==> src/rtl/cache_axi_rd_arbiter.sv <==
// cache_axi_rd_arbiter
// Shares the core's single AXI read port between the I-cache and D-cache
// refill engines. One burst is owned end to end: the grant is taken in IDLE,
// the AR beat is issued from registered fields, and R beats are routed
// combinationally to the owner until the last beat has been accepted.
//
// state | meaning
// IDLE  | no burst owned; arbitrate, pulse x_arready and latch AR fields
// I_AR  | I-side AR beat presented, waiting for m_arready
// I_R   | I-side owns R channel until last-beat handshake
// D_AR  | D-side AR beat presented, waiting for m_arready
// D_R   | D-side owns R channel until last-beat handshake
module cache_axi_rd_arbiter #(
    parameter int ADDR_W = 32,
    parameter int DATA_W = 32
) (
    input  logic              clk,
    input  logic              resetn,

    input  logic              i_arvalid,
    input  logic [ADDR_W-1:0] i_araddr,
    input  logic [7:0]        i_arlen,
    input  logic [2:0]        i_arsize,
    input  logic [1:0]        i_arburst,
    output logic              i_arready,
    output logic [DATA_W-1:0] i_rdata,
    output logic [1:0]        i_rresp,
    output logic              i_rvalid,
    output logic              i_rlast,
    input  logic              i_rready,

    input  logic              d_arvalid,
    input  logic [ADDR_W-1:0] d_araddr,
    input  logic [7:0]        d_arlen,
    input  logic [2:0]        d_arsize,
    input  logic [1:0]        d_arburst,
    output logic              d_arready,
    output logic [DATA_W-1:0] d_rdata,
    output logic [1:0]        d_rresp,
    output logic              d_rvalid,
    output logic              d_rlast,
    input  logic              d_rready,

    output logic [3:0]        m_arid,
    output logic [ADDR_W-1:0] m_araddr,
    output logic [7:0]        m_arlen,
    output logic [2:0]        m_arsize,
    output logic [1:0]        m_arburst,
    output logic              m_arvalid,
    input  logic              m_arready,
    input  logic [DATA_W-1:0] m_rdata,
    input  logic [1:0]        m_rresp,
    input  logic              m_rvalid,
    input  logic              m_rlast,
    output logic              m_rready
);

    typedef enum logic [2:0] {IDLE, I_AR, I_R, D_AR, D_R} state_t;

    state_t state, state_nxt;
    logic   last_grant;        // 0: I was granted last, 1: D was granted last
    logic   grant_i, grant_d;

    // Arbitration and next-state; a tie goes to the side not granted last.
    always_comb begin
        state_nxt = state;
        grant_i   = 1'b0;
        grant_d   = 1'b0;
        case (state)
            IDLE: begin
                if (i_arvalid && (!d_arvalid || last_grant)) begin
                    grant_i   = 1'b1;
                    state_nxt = I_AR;
                end else if (d_arvalid) begin
                    grant_d   = 1'b1;
                    state_nxt = D_AR;
                end
            end
            I_AR: if (m_arready) state_nxt = I_R;
            I_R:  if (m_rvalid && i_rready && m_rlast) state_nxt = IDLE;
            D_AR: if (m_arready) state_nxt = D_R;
            D_R:  if (m_rvalid && d_rready && m_rlast) state_nxt = IDLE;
            default: state_nxt = IDLE;
        endcase
        // Held low while reset is asserted, whatever state the flops hold.
        i_arready = grant_i && resetn;
        d_arready = grant_d && resetn;
    end

    // State, fairness bit and the registered AR channel.
    always_ff @(posedge clk) begin
        if (!resetn) begin
            state      <= IDLE;
            last_grant <= 1'b1;
            m_arvalid  <= 1'b0;
            m_arid     <= 4'b0000;
            m_araddr   <= '0;
            m_arlen    <= 8'd0;
            m_arsize   <= 3'b010;
            m_arburst  <= 2'b01;
        end else begin
            state <= state_nxt;
            if (grant_i) begin
                last_grant <= 1'b0;
                m_arvalid  <= 1'b1;
                m_arid     <= 4'b0000;
                m_araddr   <= i_araddr;
                m_arlen    <= i_arlen;
                m_arsize   <= i_arsize;
                m_arburst  <= i_arburst;
            end else if (grant_d) begin
                last_grant <= 1'b1;
                m_arvalid  <= 1'b1;
                m_arid     <= 4'b0001;
                m_araddr   <= d_araddr;
                m_arlen    <= d_arlen;
                m_arsize   <= d_arsize;
                m_arburst  <= d_arburst;
            end else if (m_arvalid && m_arready) begin
                m_arvalid  <= 1'b0;
            end
        end
    end

    // Zero-latency R routing to the current owner; the other side sees zeros.
    always_comb begin
        i_rdata  = '0;
        i_rresp  = 2'b00;
        i_rvalid = 1'b0;
        i_rlast  = 1'b0;
        d_rdata  = '0;
        d_rresp  = 2'b00;
        d_rvalid = 1'b0;
        d_rlast  = 1'b0;
        m_rready = 1'b0;
        if (resetn) begin
            if (state == I_R) begin
                i_rdata  = m_rdata;
                i_rresp  = m_rresp;
                i_rvalid = m_rvalid;
                i_rlast  = m_rlast;
                m_rready = i_rready;
            end else if (state == D_R) begin
                d_rdata  = m_rdata;
                d_rresp  = m_rresp;
                d_rvalid = m_rvalid;
                d_rlast  = m_rlast;
                m_rready = d_rready;
            end
        end
    end

endmodule

==> config.mk <==
export PLATFORM = sky130hd
export DESIGN_NAME = cache_axi_rd_arbiter
export DESIGN_NICKNAME = d
export VERILOG_FILES = /design/src/rtl/cache_axi_rd_arbiter.sv
export SDC_FILE = /design/constraint.sdc
export NUM_CORES = 1
export LEC_CHECK = 0
export ABC_AREA = 0
export BUFFER_PORTS_ARGS = -buffer_cell sky130_fd_sc_hd__buf_4
export CORE_AREA = 2 2 100 102
export DETAILED_ROUTE_END_ITERATION = 8
export DIE_AREA = 0 0 102 104
export HOLD_SLACK_MARGIN = 0.12
export PLACE_DENSITY = 0.73
export SYNTH_ARGS = -nofsm -noshare
export SYNTH_HDL_FRONTEND = slang
export SYNTH_SLANG_ARGS = --single-unit
==> constraint.sdc <==
create_clock -name clk -period 2 [get_ports clk]
set_clock_uncertainty 0.15 [all_clocks]
set_input_delay 0.2 -clock clk [delete_from_list [all_inputs] [get_ports clk]]
set_output_delay 0.2 -clock clk [all_outputs]
set_load 0.02 [all_outputs]
# Yosys cells after proc, flatten, opt, wreduce, memory -nomap -nowiden
# Cells that the tools add are included.
classes:
  eq_ne: 9
  n_mux: 48
  bitwise_logic: 1
  reduce_logical: 15
op_table:
  columns: ["op", "n"]
  rows:
  - ["32-bit two-way mux", 7]
  - ["3-bit two-way mux", 8]
  - ["1-bit two-way mux", 23]
  - ["8-bit two-way mux", 2]
  - ["3-bit one-hot mux with 5 select lines", 1]
  - ["2-bit two-way mux", 7]
  - ["1-bit logical AND", 8]
  - ["2-bit inequality test (second input constant)", 4]
  - ["3-bit by 2-bit == test with 1-bit output (second input constant)", 2]
  - ["5-bit AND reduction", 1]
  - ["3-bit by 1-bit == test with 1-bit output (second input constant)", 1]
  - ["3-bit == test (second input constant)", 1]
  - ["3-bit zero test", 1]
  - ["3-bit inequality test (second input constant)", 1]
  - ["3-bit nonzero test", 1]
  - ["2-bit nonzero test", 1]
  - ["2-bit OR reduction", 1]
  - ["1-bit zero test", 1]
  - ["1-bit logical OR", 1]
  - ["1-bit inverter", 1]
word_totals:
  register_bits: 51
  in_bits: 133
  out_inout_bits: 125
  wordCells: 81

# Logic depth before layout (Yosys ltp)
# Gate-level depths: netlist of the first run.
depth:
  word_depth: 7
  depth_mapped: 8
  depth_no_buf: 4

# Worst setup path after synthesis of the first run
# OpenSTA, ideal clock, no wires.
synth_path:
  kind: "register to output"
  start: "register state[1]"
  end: "output i_arready"
  arrival_ns: 1.793
  required_ns: 1.650
  path_slack_ns: -0.143
  stages_incl_launch_ff: 8
  path_buffers: 4
  path_cell_list: "dfxtp_1 > buf_6 > or3_1 > buf_2 > or3_1 > buf_6 > buf_2 > nor2_1"
synth_via:
  elab_chain_cells: 3
synth_lines:
  columns: ["element", "line", "rtl"]
  rows:
  - ["start, declared", "60", "state_t state, state_nxt;"]
  - ["start signal, assigned", "102", "state <= state_nxt;"]
  - ["3-bit zero test", "69", "case (state)"]
  - ["1-bit two-way mux", "69", null]
  - ["1-bit logical AND", "86", "i_arready = grant_i && resetn;"]
  - ["end, declared", "25", "output logic i_arready,"]
# Every way passes these cells.

# Worst setup path after layout of the first run
layout_path:
  start: "register state[2]"
  end: "output d_rdata[7]"
layout_via:
  elab_chain_cells: 4
  word_cells_on_any_way: 5
  classes_between: "2 x eq/ne; 3 x mux"
layout_lines:
  columns: ["element", "line", "rtl"]
  rows:
  - ["3-bit == test", "143", "end else if (state == D_R) begin"]
  - ["32-bit two-way mux", "143", null]
  - ["32-bit two-way mux *", "137", "if (state == I_R) begin"]
  - ["32-bit two-way mux *", "136", "if (resetn) begin"]
  - ["end, declared", "38", "output logic [DATA_W-1:0] d_rdata,"]
# Mark *: on every way between the ends. The rest lies on a longest branch, timed or not.

==> out/results.tsv, run 1 <==
stage	metric	value	unit
run_status	outcome	finished with violations	
run_status	violated checks	negative setup slack	
floorplanning	io pins	258	
worst_hold_path	HP Class	in2reg	
detailed_routing	detailed route wirelength on metal2	7.72	mm
grt	Tot GR Track Use	24.7	%
clock_tree	Reg clk slew, reported paths	0.09	ns
detailed_routing	Antenna Violating Nets Remaining	0	
setup_path	required time worst endpoint	1.65	ns
clock_tree	clock sinks	51	
setup_path	CP Data Arrival Time	1.76	ns
setup_path	CP startpoint kind	flip-flop	
logic_synthesis	number of flops mapped to enable cells by yosys	0	
logic_synthesis	top post-synthesis cells by count	nand2_1, nor2_1, dfxtp_1	
sta	number of setup violations in the final report	69	
logic_synthesis	dominant synthesized flop cell	dfxtp_1	
clock_tree	CTS H-tree lvls	2	
worst_hold_path	hold_sp	i_arsize[1]	
logic_synthesis	async set-reset flop share out of synthesis	0	%
setup_path	crit-path max FO	8	
finish	Filler cells	729	
setup_path	crit end category	output pin	
logic_synthesis	Synth area leaders	dfxtp_1, nand2_1, nor2_1, a31oi_1, o21ai_0	
place	placed insts	788	
logic_synthesis	YS warnings	0	
floorplanning	starting density of the core	28.6	%
detailed_routing	DRC viols	0	
detailed_routing	vias per inst	4.94	
clock_tree	worst skew pair latency	0.29	ns
detailed_routing	Met3 Wirelength	1.05	mm
power	PwrDens	714	nW/µm²
finish	Final Util	69.1	%
clock_tree	CTS Root Cell	clkbuf_8	
detailed_routing	max layer used	met4	
setup_path	CP Class	reg2out	
floorplanning	core area	9550	µm²
sta	RSZ-0062 raised after global routing	true	
sta	Final Hold Vio Count	0	
logic_synthesis	Synth area leader	dfxtp_1	
detailed_routing	WL/cell	16.7	µm
sta	worst hold margin	0.136	ns
place	DPL Wire Length	8.20	mm
clock_tree	CTS Buffer Depth	2	
logic_synthesis	count leader, synth	nand2_1	
floorplanning	row count	36	
finish	non-filler cells in the finished layout	904	
logic_synthesis	Syn Inst Count	423	
finish	area grow syn2layout	141	%
sta	Slew HR	63.8	%
detailed_routing	WL met1	5.90	mm
clock_tree	Num CTS Buffers	5	
place	Placer Congestion	0.810	
finish	# nets final	902	
detailed_routing	DR iter-0 viols	231	
floorplanning	Die Y-Extent	104	µm
setup_path	Worst R2R Start	state[1]$_SDFFE_PN0P_	
flow_run	max_cap viols	0	
place	number of port buffers	254	
setup_path	R2R setup slack	-0.04	ns
logic_synthesis	Avg Cell Area, Syn	6.46	µm²
detailed_routing	via count	4467	
sta	Slew Viols, Final	0	
finish	Multi-input gate area	1830	µm²
setup_path	worst-case reg-to-reg path depth	7	
detailed_routing	Initial DRT Pass Iterations	5	
worst_hold_path	WHS Path Cells	4	
logic_synthesis	area of the mapped netlist	2730	µm²
power	Peak VDD IR	0.457	mV
logic_synthesis	Synth top area share	37.4	%
finish	share of cells above drive strength 1	46.6	%
clock_tree	CTS tree	yes	
grt	first-pass GRT wire length	21.3	mm
worst_hold_path	WHS Endpoint	m_arsize[1]$_SDFFE_PN1P_	
grt	pin count of the biggest net entering global routing	52	
detailed_routing	final wirelength	15.1	mm
logic_synthesis	register bit total from synthesis	51	
sta	crit path time final	2.11	ns
grt	Congestion Overflow GR	0	
sta	Setup TNS Final	-3.53	ns
grt	number of global-route vias before repair	4406	
floorplanning	die area	10600	µm²
sta	f_max	474	MHz
sta	worst-margin pin slew	0.543	ns
logic_synthesis	Seq/Total Area, Yosys	37.4	%
sta	Final period util	105	%
power	static leakage	3.00	nW
setup_path	Worst R2R End	m_arburst[0]$_SDFFE_PN1P_	
grt	initial antenna violation count	1	
finish	Reg area	1020	µm²
logic_synthesis	Distinct cells, synth	33	
sta	post-route worst setup slack	-0.109	ns
floorplanning	DIE WIDTH	102	µm
==> routing by layer <==
layer / track usage, % / up-vias
li1: - / 2100
met1: 28.6 / 2097
met2: 43.5 / 228
met3: 5.31 / 42
met4: 9.81 / 0
met5: 0 / -
==> sequential cells by signal, summed over array words and instances, names as in the netlist <==
name	flops
m_arburst	2
state	3
m_araddr	32
m_arid	1
last_grant	1
m_arvalid	1
m_arlen	8
m_arsize	3
==> cells by family after synthesis <==
family | after synthesis | synth area share (%)
buffers and inverters | 45 | 8.29
AND/OR/NAND/NOR | 224 | 32.1
other | 1 | 0.137
flip-flops | 51 | 37.4
multiplexers | 1 | 0.366
AO/OA/AOI/OAI | 101 | 21.8
==> worst max-delay path by stage <==
stage               slack [ns]  cells past startpoint                  start                         to
CTS                      -0.11                      5  state[1]$_SDFFE_PN0P_                  i_arready
global route             -0.18                      5  state[2]$_SDFFE_PN0P_                   m_rready
floorplan                 0.01                      7  state[1]$_SDFFE_PN0P_                  i_arready
detailed placement       0.006                      5  state[2]$_SDFFE_PN0P_  m_araddr[26]$_SDFFE_PN0P_
global placement          0.04                      5  state[2]$_SDFFE_PN0P_                  i_arready
finish                   -0.11                      5  state[2]$_SDFFE_PN0P_                 d_rdata[7]
==> through the flow <==
step	total power (W)	cell area [µm²]	setup WS (ns)
after CTS	0.00437	6010	-0.112
final	0.00471	6600	-0.109
after detailed placement	0.00334	4780	0.00592
after global routing	0.00495	6600	-0.180
after global placement	0.00330	4780	0.0378
after floorplan	0.00250	2760	0.0149
==> power by group <==
group	internal (W)	total, W	switching [W]
Combinational	0.00127	0.00267	0.00140
Clock	0.000315	0.000656	0.000341
Sequential	0.00125	0.00138	0.000137
Total	0.00283	0.00471	0.00188
==> placed cells by master (no fill, tap or decap), types with 2 or more instances in the layout <==
cell type,n
a21oi_1,2
a31oi_1,41
a31oi_2,2
a31oi_4,2
buf_12,4
buf_16,4
buf_4,243
buf_6,28
clkbuf_16,8
clkbuf_8,7
conb_1,3
dfxtp_1,50
dlygate4sd3_1,87
inv_1,6
nand2_1,127
nand3_1,4
nor2_1,53
nor2_2,5
nor2_4,24
nor4_1,2
o21ai_0,2
o21ai_1,21
o21ai_2,21
or3_4,2
==> what timing repair did <==
item                                    CTS  global route
pin swaps                                 4             2
hold endpoints to repair                 45             0
buffers inserted                          6             0
endpoints found under the setup margin   37           120
gates cloned                              4            10
hold buffers                             87             0
resized for setup                        50            89
==> worst max-delay path: stages, from the launching register on <==
cell and delay, ns:
dfxtp_1 0.36, buf_4 0.15, or3b_4 0.50, clkbuf_16 0.22, nor2_2 0.10, buf_6 0.13
==> area by class of cell <==
type	count	share of cell area, %
tap	133	2.52
antenna	1	0.0379
inverter	6	0.341
clock buffer	7	1.46
sequential	51	15.5
timing repair buffer	376	52.3
clock inverter	1	0.114
multi-input combinational	329	27.7
(Power assumes the default switching activity.)
==> run 2: changes to the inputs <==
--- a/config.mk
+++ b/config.mk
@@ -7,11 +7,11 @@
 export LEC_CHECK = 0
 export ABC_AREA = 0
 export BUFFER_PORTS_ARGS = -buffer_cell sky130_fd_sc_hd__buf_4
-export CORE_AREA = 2 2 100 102
+export CORE_AREA = 2 2 101 103
 export DETAILED_ROUTE_END_ITERATION = 8
-export DIE_AREA = 0 0 102 104
+export DIE_AREA = 0 0 103 105
 export HOLD_SLACK_MARGIN = 0.12
-export PLACE_DENSITY = 0.73
+export PLACE_DENSITY = 0.69
 export SYNTH_ARGS = -nofsm -noshare
 export SYNTH_HDL_FRONTEND = slang
 export SYNTH_SLANG_ARGS = --single-unit
==> constraint.sdc (replaced) <==
create_clock -name clk -period 2.62 [get_ports clk]
set_clock_uncertainty 0.15 [all_clocks]
set_input_delay 0.262 -clock clk [delete_from_list [all_inputs] [get_ports clk]]
set_output_delay 0.262 -clock clk [all_outputs]
set_load 0.02 [all_outputs]
==> run 2 against run 1 <==
Net effect: the flow now finishes without violations; clock-buffer cell count down 1; via count decreased by 8.4%; setup slack better by 0.33 ns; worst hold slack worse by 0.0018 ns; flip-flop and latch count stayed put; wire length down 17%; non-clock buffer count down 36; sequential share of layout area increased by 2.8 points; core utilization shrank 11 points; register-to-register slack gained 0.29 ns; global-route usage decreased by 3.1 points; critical endpoint is now i_arready.
==> out/results.tsv, run 2 (synthesized netlist as in run 1, its figures left out) <==
stage	metric	value	unit	change
setup_path	CP max stage delay	0.54	ns	was 0.50 ns
worst_hold_path	WHS Path Cells	3		was 4
setup_path	CP Class	reg2out		unchanged
setup_path	Largest delay share family, worst path	simple AND/OR/NAND/NOR gates		unchanged
power	Sequential Power Share	34.6	%	was 29.4%
setup_path	required time worst endpoint	2.21	ns	was 1.65 ns
floorplanning	Die Y-Extent	105	µm	was 104 µm
worst_hold_path	WHS Endpoint	m_araddr[5]$_SDFFE_PN0P_		was m_arsize[1]$_SDFFE_PN1P_
power	P_int	0.00181	W	was 0.00283 W
sta	Setup TNS Final	0	ns	was -3.53 ns
finish	share of cells above drive strength 1	37.3	%	was 46.6%
setup_path	CP max-delay cell	or3_2		was or3b_4
clock_tree	CTS H-tree lvls	2		unchanged
sta	crit path time final	2.40	ns	
sta	RSZ-0062 raised after global routing	false		was true
setup_path	worst path bufs/invs	1		was 3
clock_tree	worst skew pair latency	0.30	ns	was 0.29 ns
place	placed insts	781		was 788
sta	Final Hold Vio Count	0		unchanged
sta	Slew HR	60.0	%	was 63.8%
clock_tree	CTS Hold Bufs	77		was 87
grt	Congestion Overflow GR	0		unchanged
sta	post-route worst setup slack	0.217	ns	was -0.109 ns
grt	pin count of the biggest net entering global routing	54		was 52
power	power share of the clock group	15.3	%	was 13.9%
place	Placement Setup Slack	0.328	ns	was 0.00592 ns
detailed_routing	WL/cell	14.5	µm	was 16.7 µm
detailed_routing	vias per inst	4.72		was 4.94
setup_path	crit-path max FO	7		was 8
power	Logic pwr share	50.1	%	was 56.7%
detailed_routing	Initial DRT Pass Iterations	5		unchanged
sta	number of setup violations in the final report	0		was 69
clock_tree	CTS Root Cell	clkbuf_8		unchanged
setup_path	CP startpoint kind	flip-flop		unchanged
grt	first-pass GRT wire length	18.9	mm	was 21.3 mm
worst_hold_path	HP Class	in2reg		unchanged
finish	Reg with most FFs	m_araddr		unchanged
finish	max FFs per register	32		unchanged
setup_path	crit-path cells	or3_1 > or3_2 > nor2_1 > buf_4		was buf_4 > or3b_4 > clkbuf_16 > nor2_2 > buf_6
sta	Slew Viols, Final	0		unchanged
finish	most common cell after layout, fill and taps aside	buf_4		unchanged
finish	commonest cells after routing, fill and taps aside	buf_4, nand2_1, nor2_1		was buf_4, nand2_1, dlygate4sd3_1
grt	initial antenna violation count	0		was 1
clock_tree	post-cts gate resize count	0		was 50
place	number of port buffers	254		unchanged
floorplanning	core area	9640	µm²	was 9550 µm²
clock_tree	CTS Buffer Depth	2		unchanged
power	Peak VDD IR	0.312	mV	was 0.457 mV
finish	Multi-input gate area	1500	µm²	was 1830 µm²
detailed_routing	Antenna Violating Nets Remaining	0		unchanged
worst_hold_path	hold_sp	i_araddr[5]		was i_arsize[1]
finish	biggest regs	m_araddr: 32 flops, m_arlen: 8 flops		unchanged
finish	Reg area	1020	µm²	about the same
power	switch share	40.7	%	was 39.9%
floorplanning	DIE WIDTH	103	µm	was 102 µm
finish	area grow syn2layout	104	%	was 141%
grt	Tot GR Track Use	21.6	%	was 24.7%
run_status	outcome	complete, no violations		was finished with violations
sta	Final period util	91.7	%	
place	Placer Congestion	0.763		was 0.810
setup_path	Worst R2R Start	state[2]$_SDFFE_PN0P_		was state[1]$_SDFFE_PN0P_
detailed_routing	final wirelength	12.5	mm	was 15.1 mm
detailed_routing	DR iter-0 viols	302		was 231
setup_path	crit end category	output pin		unchanged
sta	f_max	416	MHz	
clock_tree	CTS tree	yes		unchanged
setup_path	Worst R2R End	m_araddr[3]$_SDFFE_PN0P_		was m_arburst[0]$_SDFFE_PN1P_
power	static leakage	2.64	nW	was 3.00 nW
clock_tree	clock sinks	51		unchanged
setup_path	worst-case reg-to-reg path depth	5		was 7
clock_tree	Setup Buffers After CTS	0		was 6
floorplanning	starting density of the core	28.3	%	was 28.6%
place	placed inst area	4700	µm²	was 4780 µm²
place	DPL Wire Length	8.37	mm	was 8.20 mm
finish	Filler cells	885		was 729
floorplanning	io pins	258		unchanged
floorplanning	die area	10800	µm²	was 10,600 µm²
sta	worst-margin pin slew	0.598	ns	was 0.543 ns
finish	# nets final	866		was 902
clock_tree	Reg clk slew, reported paths	0.10	ns	was 0.09 ns
finish	post-route cell area	5570	µm²	was 6600 µm²
detailed_routing	DRC viols	0		unchanged
clock_tree	Num CTS Buffers	5		unchanged
grt	number of global-route vias before repair	3889		was 4,406
setup_path	R2R setup slack	0.25	ns	was -0.04 ns
detailed_routing	via count	4092		was 4,467
power	Switch Pwr	0.00125	W	was 0.00188 W
floorplanning	row count	36		unchanged
finish	non-filler cells in the finished layout	867		was 904
power	PwrDens	550	nW/µm²	was 714 nW/µm²
flow_run	max_cap viols	0		unchanged
setup_path	CP Data Arrival Time	1.99	ns	was 1.76 ns
finish	ANT cells	0		was 1
run 2: layer usage:
metal  global-route usage [%]  share of wire [%]  wire length, µm
met4                     6.30                2.2              274
met2                     37.3                 50             6290
met5                        0                  0                0
met1                     27.1                 41             5190
met3                     3.95                6.3              789
run 2: power groups by stage:
stage                     logic [W]  registers [W]  clock network [W]
after floorplan            0.000643        0.00125                  0
after global placement      0.00140        0.00107                  0
after detailed placement    0.00143        0.00107                  0
after CTS                   0.00153        0.00106           0.000483
after global routing        0.00165        0.00108           0.000510
final                       0.00153        0.00106           0.000469
run 2: cell type report:
type,instances,share of cell area (%)
Clock buffer,6,1.30
Clock inverter,2,0.292
Sequential cell,51,18.3
Timing Repair Buffer,340,49.8
Tap cell,133,2.99
Multi-Input combinational cell,329,26.9
Inverter,6,0.404
run 2: through the flow:
stage	hold WS [ns]	total power, W	util, %
floorplan	0.267	0.00189	-
finish	0.134	0.00306	57.8
detailed placement	0.316	0.00250	48.8
global placement	0.308	0.00247	48.8
global route	0.125	0.00325	57.8
CTS	0.123	0.00306	57.7
run 2: worst max path at each step:
| stage | startpoint | endpoint | slack [ns] | cells past startpoint |
|---|---|---|---|---|
| 5_1_grt | state[0]$_SDFFE_PN0P_ | i_arready | 0.1 | 4 |
| 6_report | state[2]$_SDFFE_PN0P_ | i_arready | 0.22 | 4 |
| 2_1_floorplan | state[1]$_SDFFE_PN0P_ | i_arready | 0.42 | 7 |
| 3_5_place_dp | state[2]$_SDFFE_PN0P_ | m_araddr[20]$_SDFFE_PN0P_ | 0.33 | 5 |
| 3_3_place_gp | state[2]$_SDFFE_PN0P_ | m_araddr[21]$_SDFFE_PN0P_ | 0.42 | 5 |
| 4_1_cts | state[2]$_SDFFE_PN0P_ | i_arready | 0.20 | 4 |
run 2: worst min-delay path: cells and delay by family:
| kind | cells | cell delay (ns) |
|---|---|---|
| AOI/OAI and AO/OA | 2 | 0.21 |
| buffers and inverters | 1 | 0.07 |
